## src/rtl/line_pkg.sv

```systemverilog
// line_pkg: shared state, edge and direction types for line_sweeper.
// Build option: LINE_SWEEP_DWELL_EN adds the S_HOLD dwell state.
package line_pkg;

   typedef enum logic [2:0] {
      S_IDLE,
      S_DRAW,
      S_DRAW_WAIT,
`ifdef LINE_SWEEP_DWELL_EN
      S_HOLD,
`endif
      S_ERASE,
      S_ERASE_WAIT,
      S_STEP
   } sweep_state_t;

   // TOP: endpoint A lies on y=0. RIGHT: endpoint A lies on x=SCREEN_W-1.
   typedef enum logic {
      EDGE_TOP   = 1'b0,
      EDGE_RIGHT = 1'b1
   } edge_t;

   typedef logic sweep_dir_t;
   localparam sweep_dir_t CW  = 1'b0;
   localparam sweep_dir_t CCW = 1'b1;

endpackage

```

## src/rtl/sweep_stepper.sv

```systemverilog
// sweep_stepper: combinational next position of endpoint A along the
// top/right half-perimeter, with edge tracking and wrap detection.
// Sums and differences are formed one bit wider than the coordinates so
// clamping never sees an overflowed or underflowed value.
module sweep_stepper
   import line_pkg::*;
#(
   parameter int COORD_W  = 11,
   parameter int SCREEN_W = 640,
   parameter int SCREEN_H = 480,
   parameter int STEP     = 1
) (
   input  logic [COORD_W-1:0] x0,
   input  logic [COORD_W-1:0] y0,
   input  edge_t              cur_edge,
   input  sweep_dir_t         dir,
   output logic [COORD_W-1:0] nx0,
   output logic [COORD_W-1:0] ny0,
   output edge_t              next_edge,
   output logic               wrap
);

   localparam logic [COORD_W:0] STEP_E = (COORD_W+1)'(STEP);
   localparam logic [COORD_W:0] MAX_X  = (COORD_W+1)'(SCREEN_W - 1);
   localparam logic [COORD_W:0] MAX_Y  = (COORD_W+1)'(SCREEN_H - 1);

   logic [COORD_W:0] x_ext, y_ext;
   logic [COORD_W:0] x_inc, y_inc, x_dec, y_dec;

   assign x_ext = {1'b0, x0};
   assign y_ext = {1'b0, y0};
   assign x_inc = x_ext + STEP_E;
   assign y_inc = y_ext + STEP_E;
   assign x_dec = x_ext - STEP_E;
   assign y_dec = y_ext - STEP_E;

   // Advance one step in the requested direction, clamping at corners.
   always_comb begin
      nx0       = x0;
      ny0       = y0;
      next_edge = cur_edge;
      wrap      = 1'b0;
      if (dir == CW) begin
         if (cur_edge == EDGE_TOP) begin
            if (x_inc >= MAX_X) begin
               nx0       = MAX_X[COORD_W-1:0];
               next_edge = EDGE_RIGHT;
            end else begin
               nx0 = x_inc[COORD_W-1:0];
            end
         end else if (y_ext == MAX_Y) begin
            nx0       = '0;
            ny0       = '0;
            next_edge = EDGE_TOP;
            wrap      = 1'b1;
         end else if (y_inc >= MAX_Y) begin
            ny0 = MAX_Y[COORD_W-1:0];
         end else begin
            ny0 = y_inc[COORD_W-1:0];
         end
      end else begin
         if (cur_edge == EDGE_RIGHT) begin
            // Sign bit set means the subtraction went below zero.
            if (y_dec[COORD_W] || (y_dec == '0)) begin
               ny0       = '0;
               next_edge = EDGE_TOP;
            end else begin
               ny0 = y_dec[COORD_W-1:0];
            end
         end else if (x_ext == '0) begin
            nx0       = MAX_X[COORD_W-1:0];
            ny0       = MAX_Y[COORD_W-1:0];
            next_edge = EDGE_RIGHT;
            wrap      = 1'b1;
         end else if (x_dec[COORD_W]) begin
            nx0 = '0;
         end else begin
            nx0 = x_dec[COORD_W-1:0];
         end
      end
   end

endmodule

```

## src/rtl/line_sweeper.sv

```systemverilog
// line_sweeper: draw / erase / advance sequencer for a line through the
// screen centre, handshaking with line_drawer via start/done.
// Build option: LINE_SWEEP_DWELL_EN inserts S_HOLD (HOLD_CYCLES dwell)
// between draw completion and erase start.
module line_sweeper
   import line_pkg::*;
#(
   parameter int COORD_W     = 11,
   parameter int SCREEN_W    = 640,
   parameter int SCREEN_H    = 480,
   parameter int STEP        = 1,
   parameter int HOLD_CYCLES = 0
) (
   input  logic               clk,
   input  logic               reset,
   input  logic               enable,
   input  logic               dir,
   input  logic               done,
   output logic               start,
   output logic [COORD_W-1:0] x0,
   output logic [COORD_W-1:0] y0,
   output logic [COORD_W-1:0] x1,
   output logic [COORD_W-1:0] y1,
   output logic               pixel_color,
   output logic               sweep_wrap
);

   localparam logic [COORD_W-1:0] MAX_X = COORD_W'(SCREEN_W - 1);
   localparam logic [COORD_W-1:0] MAX_Y = COORD_W'(SCREEN_H - 1);

   // Reject parameter sets the stepper cannot honour.
   if (STEP < 1 || STEP >= SCREEN_W || STEP >= SCREEN_H || HOLD_CYCLES < 0) begin : g_bad_params
      $error("line_sweeper: invalid STEP or HOLD_CYCLES");
   end

   sweep_state_t       state, next_state;
   edge_t              cur_edge, step_edge;
   logic [COORD_W-1:0] step_x0, step_y0;
   logic               step_wrap;

   sweep_stepper #(
      .COORD_W  (COORD_W),
      .SCREEN_W (SCREEN_W),
      .SCREEN_H (SCREEN_H),
      .STEP     (STEP)
   ) u_stepper (
      .x0        (x0),
      .y0        (y0),
      .cur_edge  (cur_edge),
      .dir       (dir),
      .nx0       (step_x0),
      .ny0       (step_y0),
      .next_edge (step_edge),
      .wrap      (step_wrap)
   );

`ifdef LINE_SWEEP_DWELL_EN
   localparam int HOLD_W = (HOLD_CYCLES > 0) ? $clog2(HOLD_CYCLES + 1) : 1;
   localparam logic [HOLD_W-1:0] HOLD_LAST = HOLD_W'(HOLD_CYCLES);

   logic [HOLD_W-1:0] hold_cnt;

   // Dwell counter: runs 0..HOLD_CYCLES while in S_HOLD, else parked at 0.
   always_ff @(posedge clk or negedge reset) begin
      if (!reset) begin
         hold_cnt <= '0;
      end else if (state == S_HOLD && hold_cnt != HOLD_LAST) begin
         hold_cnt <= hold_cnt + 1'b1;
      end else begin
         hold_cnt <= '0;
      end
   end
`endif

   // FSM state register.
   always_ff @(posedge clk or negedge reset) begin
      if (!reset) begin
         state <= S_IDLE;
      end else begin
         state <= next_state;
      end
   end

   // Next-state logic; done only matters in the two WAIT states.
   always_comb begin
      next_state = state;
      case (state)
         S_IDLE:       if (enable) next_state = S_DRAW;
         S_DRAW:       next_state = S_DRAW_WAIT;
`ifdef LINE_SWEEP_DWELL_EN
         S_DRAW_WAIT:  if (done) next_state = S_HOLD;
         S_HOLD:       if (hold_cnt == HOLD_LAST) next_state = S_ERASE;
`else
         S_DRAW_WAIT:  if (done) next_state = S_ERASE;
`endif
         S_ERASE:      next_state = S_ERASE_WAIT;
         S_ERASE_WAIT: if (done) next_state = S_STEP;
         S_STEP:       next_state = enable ? S_DRAW : S_IDLE;
         default:      next_state = S_IDLE;
      endcase
   end

   // start/pixel_color are registered from next_state so they line up with
   // the S_DRAW / S_ERASE cycle; colour then holds until the next request.
   always_ff @(posedge clk or negedge reset) begin
      if (!reset) begin
         start       <= 1'b0;
         pixel_color <= 1'b0;
      end else begin
         start <= (next_state == S_DRAW) || (next_state == S_ERASE);
         if (next_state == S_DRAW) begin
            pixel_color <= 1'b1;
         end else if (next_state == S_ERASE) begin
            pixel_color <= 1'b0;
         end
      end
   end

   // Position registers: A, its mirror B and the edge update only in S_STEP.
   always_ff @(posedge clk or negedge reset) begin
      if (!reset) begin
         x0         <= '0;
         y0         <= '0;
         x1         <= MAX_X;
         y1         <= MAX_Y;
         cur_edge   <= EDGE_TOP;
         sweep_wrap <= 1'b0;
      end else begin
         sweep_wrap <= 1'b0;
         if (state == S_STEP) begin
            x0         <= step_x0;
            y0         <= step_y0;
            x1         <= MAX_X - step_x0;
            y1         <= MAX_Y - step_y0;
            cur_edge   <= step_edge;
            sweep_wrap <= step_wrap;
         end
      end
   end

endmodule
```

## config.mk

```make
export PLATFORM = sky130hd
export DESIGN_NAME = line_sweeper
export DESIGN_NICKNAME = d
export VERILOG_FILES = /design/src/rtl/line_pkg.sv /design/src/rtl/sweep_stepper.sv /design/src/rtl/line_sweeper.sv
export SDC_FILE = /design/constraint.sdc
export NUM_CORES = 1
export LEC_CHECK = 0
export CORE_AREA = 2 2 116 118
export CTS_CLUSTER_DIAMETER = 30
export CTS_CLUSTER_SIZE = 40
export DETAILED_ROUTE_END_ITERATION = 8
export DIE_AREA = 0 0 118 120
export PLACE_DENSITY_LB_ADDON = 0.12
export SETUP_SLACK_MARGIN = 0.5
export SYNTH_ARGS = -nofsm -noshare
export SYNTH_HDL_FRONTEND = slang
export SYNTH_SLANG_ARGS = --single-unit
```

## constraint.sdc

```tcl
create_clock -name clk -period 3.2 [get_ports clk]
set_clock_uncertainty 0.05 [all_clocks]
set_input_delay 0.64 -clock clk [delete_from_list [all_inputs] [get_ports clk]]
set_output_delay 0.64 -clock clk [all_outputs]
set_load 0.05 [all_outputs]
```

==> results of run 1 <==
-- routing by layer --
layer / vias to the layer above / track usage, % / share of wire [%]
met1: 2034 / 26.7 / 47
li1: 1929 / - / -
met2: 145 / 28.3 / 45
met3: 19 / 2.42 / 5.4
met4: 0 / 6.85 / 2.3
met5: - / 0 / 0
-- metrics by stage --
step	setup WS (ps)	instances	setup TNS [ps]
after global placement	118	703	0
after global routing	58.0	750	0
final	140	750	0
after detailed placement	7.75	703	0
after CTS	93.3	727	0
after floorplan	-90.4	472	-114
-- cell usage in the layout, fill, tap and decap left out, types with 5 or more instances in the layout --
cell type and instances:
a21o_1 7, a21oi_1 26, a21oi_2 5, a31oi_1 9
buf_4 71, buf_6 14, clkbuf_16 5, clkdlybuf4s50_1 50
dfrtp_1 19, dfrtp_2 14, dfstp_2 16, ha_4 6
inv_1 11, mux2i_1 6, nand2_1 56, nand2b_1 5
nand3_1 8, nand4_1 6, nor2_1 30, nor3_1 9
nor4_1 5, o211ai_1 5, o21a_1 8, o21ai_0 24
o21ai_1 5, or2_2 8, or3_1 5, or4_4 5
xnor2_1 8
-- logic make-up after synthesis --
kind of cell	Yosys count	synth area share, %
AND/OR/NAND/NOR	184	25.4
XOR/XNOR	10	2.31
adder cells (fa/ha/maj)	9	2.97
AO/OA/AOI/OAI	151	27.3
multiplexers	9	2.44
flip-flops	49	32.9
buffers and inverters	60	6.73
-- worst max-delay path: stages (launching register included) --
cell,delay [ps]
dfrtp_2,450
inv_4,80
ha_4,140
or4b_4,470
or3_4,340
or2_0,220
o211ai_2,180
o311ai_4,160
inv_2,100
ha_4,120
or4b_4,450
mux2i_1,140
a221o_1,120
-- path summary, 6_finish.rpt --
check | startpoint | end | slack (ps) | cells past startpoint
worst max-delay path | y0[0] | y1[9] | 140 | 12
worst min-delay path | reset | start | 400 | 2
worst max register to register | y0[0] | y1[9] | 140 | 12
worst min register to register | y1[2] | y1[2] | 410 | 2
max in group asynchronous | reset | x0[0] | 2220 | 2
min in group clk | y1[2] | y1[2] | 410 | 2
-- synthesized netlist by cell type (4+ instances only) --
master / instances
o21ai_1: 4
dfstp_2: 16
dfrtp_1: 33
o211ai_1: 5
o311a_1: 4
or2_2: 8
clkbuf_1: 32
mux2i_1: 7
o21ai_0: 29
nor2_1: 32
or3_1: 7
nand3_1: 10
a211oi_1: 9
nand2b_1: 7
a21oi_1: 34
xnor2_1: 8
inv_1: 16
or4_1: 6
ha_1: 9
a31oi_1: 10
o21a_1: 8
nor4_1: 8
nand4_1: 6
a21o_1: 7
and4_1: 4
o31ai_1: 5
nor3_1: 12
buf_2: 6
nand2_1: 60
-- flip-flops by register name, summed over array words and instances, names as in the netlist --
| register | count |
|---|---|
| x0 | 11 |
| y0 | 11 |
| x1 | 10 |
| y1 | 10 |
| state | 3 |
| cur_edge | 1 |
| pixel_color | 1 |
| start | 1 |
| sweep_wrap | 1 |
-- timing repair --
action                                  in CTS  in global routing
pin swaps                                   11                 37
gates cloned                                 0                  0
endpoints found under the setup margin      13                 40
resized for setup                           30                 71
buffers inserted                            16                 23
-- power by group through the flow --
stage | combinational [mW] | clock, mW | sequential, mW
floorplan | 1.90 | 0 | 2.22
global placement | 4.14 | 0 | 1.35
detailed placement | 4.15 | 0 | 1.35
CTS | 4.53 | 0.590 | 1.33
global route | 5.32 | 0.612 | 1.40
finish | 5.01 | 0.572 | 1.35
-- final cells by class --
type | count | area share, %
sequential | 49 | 22.3
clock buffer | 6 | 2.45
clock inverter | 2 | 0.309
multi-input combinational | 363 | 48.1
tap | 176 | 3.88
timing repair buffer | 138 | 21.8
inverter | 16 | 1.19
==> results list, run 1 <==
* Netlist Area Pre-Place: 3790 um2
- In this run the worst hold path is classified as input port to asynchronous set/reset pin.
* TritonCTS Sinks: 49
* Full die area: 14200 um2
- Of the cells placed in the final design, the portion with a size suffix greater than 1 is 37.8%.
- Power comes to 6.93 mW.
- Reported leakage power: 2.28 nW
* Worst-path fanout max: 4
* Io pins: 52
- Maximum level of the CTS H-tree: 2
- No sink is reached through more buffers than the 2 on the longest clock path.
- The congestion estimate from routability-driven global placement came to 0.950.
- Slew HR: 56.1%
- For this run, the number of Yosys warnings is 0.
- Before antenna repair, the detailed router went through 5 iterations.
* DRC Markers: 0
- Setup repair after global routing could not meet its margin everywhere.
- The worst setup path is launched from a flip-flop.
- Starting density of the core: 29.2%
* Number of I/O port buffers: 51
- TritonCTS built the clock tree.
- Commonest register cell after synthesis: dfrtp_1
* Detailed-route via count: 4127
- Number of routed nets with antenna violations: 0
- Post-synthesis sequential area ratio: 32.9%
- The synthesized design contains 49 register bits.
- Portion of total power attributed to sequential cells: 19.5%
- Number of CTS-inserted buffers: 5
- Clock-pin slew reported for the worst setup and hold paths after clock tree synthesis: 70 ps
- The number of global-route vias before repair came to 3938.
* Max-cap violations: 0
- dfrtp_1 takes more of the synthesized area than any other cell.
- The floorplan step set the die height to 120 um.
* Fraction of synthesis flops using an asynchronous set or reset pin: 100%
* Data arrival time at the worst-slack endpoint: 3250 ps
- Top cells by area in the synthesized netlist: dfrtp_1 (22%), dfstp_2 (11%), nand2_1 (5.9%)
- Net total in the final layout: 587
- In this run, synthesis inferred 0 flip-flops with an integrated enable.
- Dividing the synthesized area by the synthesized cell count gives 8.03 um2.
- Chip width: 118 um
- Total number of placement rows: 42
- For this run the aggregate overflow at the end of global routing stands at 0.
- Wire length after detailed routing: 13.6 mm
- First-pass GRT wire length: 21.2 mm
- Final worst path period need: 3060 ps
- Routed length per instance: 18.2 um
* Switching part of the total: 52.0%
* Number of antenna violations at the first check in global routing: 0
- The finished cells cover 5680 um2.
- Combinational share of power: 72.3%
- Synthesized netlist cell count: 472
- The worst setup path is captured at a flip-flop.
- Internal power comes to 3.33 mW.
- Period utilization: 95.6%
* Post-place instance area: 4760 um2
- Multi-input gate area: 2730 um2
- Share of Yosys cell area claimed by the top area cell type: 21.8%
* Antenna diodes: 0
- Drt initial violations: 287
- Half-perimeter wire length after placement: 9.34 mm
- Filler instances: 1304
* Result of the run: finished, final reports clean
- Portion of total power attributed to the clock network: 8.2%
- The final number of hold-violating endpoints was 0.
* Maximum ir drop on the vdd rail: 0.668 mV
- Derived from the worst setup path, the maximum achievable clock frequency is 327 MHz.
- For the worst-skew pair, the clock arrives at the later sink with an insertion delay of 290 ps.
- For the pin with the worst max-slew slack, the measured transition is 659 ps.
* Max-slew violations: 0
- CTS placed an instance of clkbuf_16 at the clock tree root.
* Worst hold slack after final layout: 402 ps
- After clock tree synthesis, the flow added hold-fix buffers numbering 0.
- Register area: 1260 um2
- Post-route core utilization: 43.7%
- Net switching power of the design: 3.61 mW
- Relative to the synthesized area, the layout overhead comes to 49.7%.
* Critical path start-end classification: flip-flop to flip-flop
- Entering global routing, the biggest net connects 50 pins.
* Core outline area: 13000 um2
- Distinct cell type count after synthesis: 72
* Post-DR vias/cell: 5.50
- PD cells: 1220 nW/um2
- When the netlist entered floorplanning its net count stood at 486.
* Number of setup violations in the final report: 0
- Global routing used 18.5% of the available tracks across all layers.
- For the worst setup path, the data required time is 3390 ps.
(Power assumes the default switching activity.)
==> run 2: changes to the inputs <==
--- a/config.mk
+++ b/config.mk
@@ -12,6 +12,7 @@
 export DIE_AREA = 0 0 118 120
 export PLACE_DENSITY_LB_ADDON = 0.12
 export SETUP_SLACK_MARGIN = 0.5
+export SKIP_LAST_GASP = 1
 export SYNTH_ARGS = -nofsm -noshare
 export SYNTH_HDL_FRONTEND = slang
 export SYNTH_SLANG_ARGS = --single-unit
==> results of run 2 <==
Final layout, timing and power as in run 1 (identical DEF).
